<file path="src/rtl/buzzer_tone_gen.sv">
// buzzer_tone_gen: turns a note frequency in Hz into a 50% duty square wave on
// the buzzer pin. The half-period comes from an iterative restoring divider, and
// a new half-period is only taken at a waveform edge so no runt pulses appear.
module buzzer_tone_gen #(
    parameter int unsigned CLK_HZ   = 100_000_000,
    parameter int unsigned HZ_W     = 12,
    parameter int unsigned DIV_W    = 26,
    parameter int unsigned MIN_HALF = 2
) (
    input  logic            clk,
    input  logic            rst,
    input  logic [HZ_W-1:0] hz,
    output logic            buzzer,
    output logic            busy,
    output logic            tone_on
);

    localparam int unsigned CNT_W = $clog2(DIV_W + 1);
    localparam int unsigned REM_W = DIV_W + 1;

    localparam logic [DIV_W-1:0] DIVIDEND = DIV_W'(CLK_HZ / 2);
    localparam logic [DIV_W-1:0] MIN_Q    = DIV_W'(MIN_HALF);
    localparam logic [CNT_W-1:0] LAST_BIT = CNT_W'(DIV_W - 1);

    typedef enum logic [1:0] {
        S_IDLE = 2'd0,
        S_DIV  = 2'd1,
        S_DONE = 2'd2
    } state_e;

    state_e            state_q;
    logic [HZ_W-1:0]   last_hz_q;
    logic              redo_q;
    logic [REM_W-1:0]  rem_q;
    logic [DIV_W-1:0]  quo_q;
    logic [CNT_W-1:0]  bit_cnt_q;
    logic [DIV_W-1:0]  pend_half_q;
    logic              pend_valid_q;
    logic [DIV_W-1:0]  active_half_q;
    logic [DIV_W-1:0]  phase_q;
    logic              buzzer_q;
    logic              busy_q;
    logic              tone_on_q;

    logic [REM_W:0]    rem_shift;
    logic [REM_W:0]    divisor_ext;
    logic              quo_bit;
    logic [REM_W-1:0]  rem_d;
    logic [DIV_W-1:0]  quo_d;
    logic [DIV_W-1:0]  clamped_half;
    logic              hz_change;
    logic              wrap;

    // One restoring-division step plus the change/wrap/clamp decodes.
    always_comb begin
        rem_shift    = {rem_q, quo_q[DIV_W-1]};
        divisor_ext  = (REM_W + 1)'(last_hz_q);
        quo_bit      = (rem_shift >= divisor_ext);
        rem_d        = quo_bit ? REM_W'(rem_shift - divisor_ext) : REM_W'(rem_shift);
        quo_d        = {quo_q[DIV_W-2:0], quo_bit};
        clamped_half = (quo_q < MIN_Q) ? MIN_Q : quo_q;
        hz_change    = (hz != last_hz_q);
        wrap         = (phase_q == (active_half_q - DIV_W'(1)));
    end

    // Tone generator and divider FSM; later assignments take priority.
    always_ff @(posedge clk or negedge rst) begin
        if (!rst) begin
            state_q       <= S_IDLE;
            last_hz_q     <= '0;
            redo_q        <= 1'b0;
            rem_q         <= '0;
            quo_q         <= '0;
            bit_cnt_q     <= '0;
            pend_half_q   <= '0;
            pend_valid_q  <= 1'b0;
            active_half_q <= '0;
            phase_q       <= '0;
            buzzer_q      <= 1'b0;
            busy_q        <= 1'b0;
            tone_on_q     <= 1'b0;
        end else begin
            // Running tone: wrap toggles the pin and is the only place a new
            // half-period is adopted; from silence a pending value starts low.
            if (tone_on_q) begin
                if (wrap) begin
                    phase_q  <= '0;
                    buzzer_q <= ~buzzer_q;
                    if (pend_valid_q) begin
                        active_half_q <= pend_half_q;
                        pend_valid_q  <= 1'b0;
                    end
                end else begin
                    phase_q <= phase_q + DIV_W'(1);
                end
            end else if (pend_valid_q) begin
                active_half_q <= pend_half_q;
                phase_q       <= '0;
                buzzer_q      <= 1'b0;
                tone_on_q     <= 1'b1;
                pend_valid_q  <= 1'b0;
            end

            // Divider: a result landing in DONE overrides a same-cycle consume.
            unique case (state_q)
                S_IDLE: begin
                    if (hz_change || redo_q) begin
                        last_hz_q <= hz;
                        redo_q    <= 1'b0;
                        if (hz != '0) begin
                            state_q   <= S_DIV;
                            busy_q    <= 1'b1;
                            rem_q     <= '0;
                            quo_q     <= DIVIDEND;
                            bit_cnt_q <= '0;
                        end else begin
                            // Silence is immediate, not edge aligned.
                            buzzer_q      <= 1'b0;
                            tone_on_q     <= 1'b0;
                            phase_q       <= '0;
                            pend_valid_q  <= 1'b0;
                            active_half_q <= '0;
                        end
                    end
                end
                S_DIV: begin
                    rem_q     <= rem_d;
                    quo_q     <= quo_d;
                    bit_cnt_q <= bit_cnt_q + CNT_W'(1);
                    if (hz_change) begin
                        redo_q <= 1'b1;
                    end
                    if (bit_cnt_q == LAST_BIT) begin
                        state_q <= S_DONE;
                        busy_q  <= 1'b0;
                    end
                end
                S_DONE: begin
                    pend_half_q  <= clamped_half;
                    pend_valid_q <= 1'b1;
                    state_q      <= S_IDLE;
                    if (hz_change) begin
                        redo_q <= 1'b1;
                    end
                end
                default: begin
                    state_q <= S_IDLE;
                    busy_q  <= 1'b0;
                end
            endcase
        end
    end

    assign buzzer  = buzzer_q;
    assign busy    = busy_q;
    assign tone_on = tone_on_q;

endmodule
</file>
<file path="config.mk">
export PLATFORM = sky130hd
export DESIGN_NAME = buzzer_tone_gen
export DESIGN_NICKNAME = d
export VERILOG_FILES = /design/src/rtl/buzzer_tone_gen.sv
export SDC_FILE = /design/constraint.sdc
export NUM_CORES = 1
export LEC_CHECK = 0
export BUFFER_PORTS_ARGS = -buffer_cell sky130_fd_sc_hd__clkbuf_2
export CAP_MARGIN = 5
export CORE_UTILIZATION = 41
export CTS_CLUSTER_SIZE = 12
export DETAILED_ROUTE_END_ITERATION = 10
export GPL_ROUTABILITY_DRIVEN = 0
export PLACE_DENSITY_LB_ADDON = 0.25
export RECOVER_POWER = 100
export SLEW_MARGIN = 20
export SYNTH_ARGS = -nofsm -noshare
export SYNTH_HDL_FRONTEND = slang
export SYNTH_SLANG_ARGS = --single-unit
</file>
<file path="constraint.sdc">
create_clock -name clk -period 4.25 [get_ports clk]
set_clock_uncertainty 0.15 [all_clocks]
set_input_delay 0.2125 -clock clk [delete_from_list [all_inputs] [get_ports clk]]
set_output_delay 0.2125 -clock clk [all_outputs]
set_load 0.1 [all_outputs]
</file>
==> reports/metrics.yaml <==
synthCells: 972
finalHoldViolations: 0
fin_hold_ws_ps: 354
drt_iter0_drc: 422
post_drt_wl_per_cell_um: 16.1
die_area_um2: 22400
setup_ws_ps: 318
postRouteAntennaNets: 0
slowest_stage: "or4_1"
synth_fp_nets: 1006
post-place-cells: 1226
ff2ff_path_depth: 8
crit_type: "reg2reg"
end_kind: "flop"
drive_above_1_share: 0.109
fp.coreArea_um2: 21200
finalPower_mw: 6.25
ys_types: 70
synth_area_um2: 8930
whs_path_depth: 1
place.detailed.hpwl_mm: 14.0
maxSlewViolCount: 105
arrival_ps: 4060
drc: 0
worst_path_largest_cell_delay_ps: 710
die_y_um: 150
clk_pin_slew_worst_paths_ps: 60
final-seq-area_um2: 3880
p_per_area_nw_per_um2: 630
setup_viol: 0
power_leakage_nw: 4.41
post-route-util: 0.467
fmax_mhz: 254
final.fill_count: 2000
cts_tree: "yes"
dieWidth_um: 150
status: "finished with violations"
slew_headroom: -0.800
rows: 53
vias_per_cell: 5.47
grt_pass1_wl_mm: 34.0
area_growth_pct: 11.1
final_area_um2: 9920
final_nets: 1017
dp_worst_setup_slack_ps: 439
hp-class: "reg2reg"
max_cap_violations: 1
violations: "capacitance limit, slew limit"
antenna_found_initial: 0
ys.flop_type: "dfrtp_1"
multiInputGateArea_um2: 4590
crit_cells: 8
synth_edf_count: 0
ys_warn_count: 0
cts_inserted_buffers: 17
crit_chain: "or3_1 -> or4_1 -> o21ai_1 -> o211ai_1 -> a2111oi_2 -> o2111ai_4 -> o211ai_4 -> nor2_1"
overflow: 0
grtUsageTotal: 0.192
grt_max_degree: 106
critPathBufInv: 0
via_count: 6947
h-tree-depth: 4
clock_latency_ps: 430
diodes: 0
cts_root_buf: "clkbuf_16"
place_area_um2: 9240
crit_required_ps: 4380
final_cell_mix: "dfrtp_1, nand2_1, nor2_1, nand3_1"
cts.sinks: 155
drt-total-wl_mm: 20.5
syn_area_per_cell_um2: 9.19
cp_max_fo: 17
period_share: 0.925
port_buffers: 16
final_common_cell: "dfrtp_1"
instances_no_fill: 1270
ios: 17
async_reset_ff_frac: 1.00
dr.pass1.iters: 4
grt_setup_unrepaired: "no"
cts_setup_buffers: 0
worstMarginPinSlew_ps: 2700
ys_seq_area_frac: 0.434
peakVddDrop_mv: 0.309
cts_buffer_depth: 2
finalSetupTns_ps: 0
synth_seq_cells: 155
critPathLaunchType: "flop"
post-route-min-period_ps: 3930
crit_family: "compound AO/OA/AOI/OAI gates"
initial_core_util: 0.421
first_global_vias: 6537
-- Yosys cell counts (25+ instances only) --
| cell | number | area, µm² |
|---|---|---|
| a31oi_1 | 25 | 156 |
| clkbuf_1 | 39 | 146 |
| dfrtp_1 | 155 | 3880 |
| inv_1 | 48 | 180 |
| mux2_2 | 26 | 293 |
| mux2i_1 | 32 | 320 |
| nand2_1 | 139 | 522 |
| nand3_1 | 60 | 300 |
| nand4_1 | 26 | 163 |
| nor2_1 | 66 | 248 |
| o21ai_0 | 48 | 240 |
| xnor2_1 | 32 | 280 |
| xor2_1 | 45 | 394 |
-- repair_timing --
item | 4_1_cts | 5_1_grt
hold buffers | 13 | 0
hold endpoints to repair | 116 | 0
resized for setup | 0 | 0
-- state kept, by name (all words and copies together) (netlist names) --
name           cells
rem_q             27
active_half_q     26
pend_half_q       26
phase_q           26
quo_q             26
last_hz_q         12
bit_cnt_q          5
state_q            2
busy               1
buzzer             1
pend_valid_q       1
redo_q             1
tone_on            1
-- report_power, final --
group | internal (mW) | total [mW] | switching, mW | leakage (nW)
logic | 0.978 | 2.53 | 1.55 | 2.13
clock network | 0.909 | 1.52 | 0.610 | 0.282
registers | 1.83 | 2.20 | 0.372 | 2.00
-- metal layers --
| metal | wire, µm | part of all wire | global-route usage | vias up |
|---|---|---|---|---|
| met5 | 0 | 0 | 0 | - |
| met4 | 452 | 0.022 | 0.0740 | 0 |
| met3 | 589 | 0.029 | 0.0284 | 28 |
| met2 | 9170 | 0.45 | 0.293 | 127 |
| met1 | 10300 | 0.50 | 0.274 | 3361 |
| li1 | - | - | - | 3431 |
-- layout make-up --
type | count | area share
clock buffers | 21 | 0.0474
clock inverters | 10 | 0.0116
inverters | 48 | 0.0182
multi-input cells | 715 | 0.463
flip-flops and latches | 155 | 0.391
well taps | 275 | 0.0347
repair buffers | 46 | 0.0341
-- cell families (layout without fill, tap and decap cells) --
kind of cell / count (synthesis) / in the layout / share of synthesized area
compound gates: 153 / 153 / 0.117
xor+xnor: 77 / 77 / 0.0755
fa+ha+maj: 20 / 20 / 0.0289
buf+inv: 102 / 125 / 0.0523
flops: 155 / 155 / 0.434
mux: 58 / 58 / 0.0686
simple gates: 407 / 407 / 0.224
-- path summary, 6_finish.rpt --
check | startpoint | end | slack [ps]
setup / recovery | active_half_q[3]$_DFF_PN0_ | phase_q[18]$_DFF_PN0_ | 320
hold reg to reg | busy$_DFFE_PN0P_ | busy$_DFFE_PN0P_ | 350
hold / removal | busy$_DFFE_PN0P_ | busy$_DFFE_PN0P_ | 350
max in group asynchronous | rst | pend_half_q[4]$_DFFE_PN0P_ | 1320
setup reg to reg | active_half_q[3]$_DFF_PN0_ | phase_q[18]$_DFF_PN0_ | 320
min in group asynchronous | rst | rem_q[17]$_DFFE_PN0P_ | 970
Power figures use the tool's default switching activity.
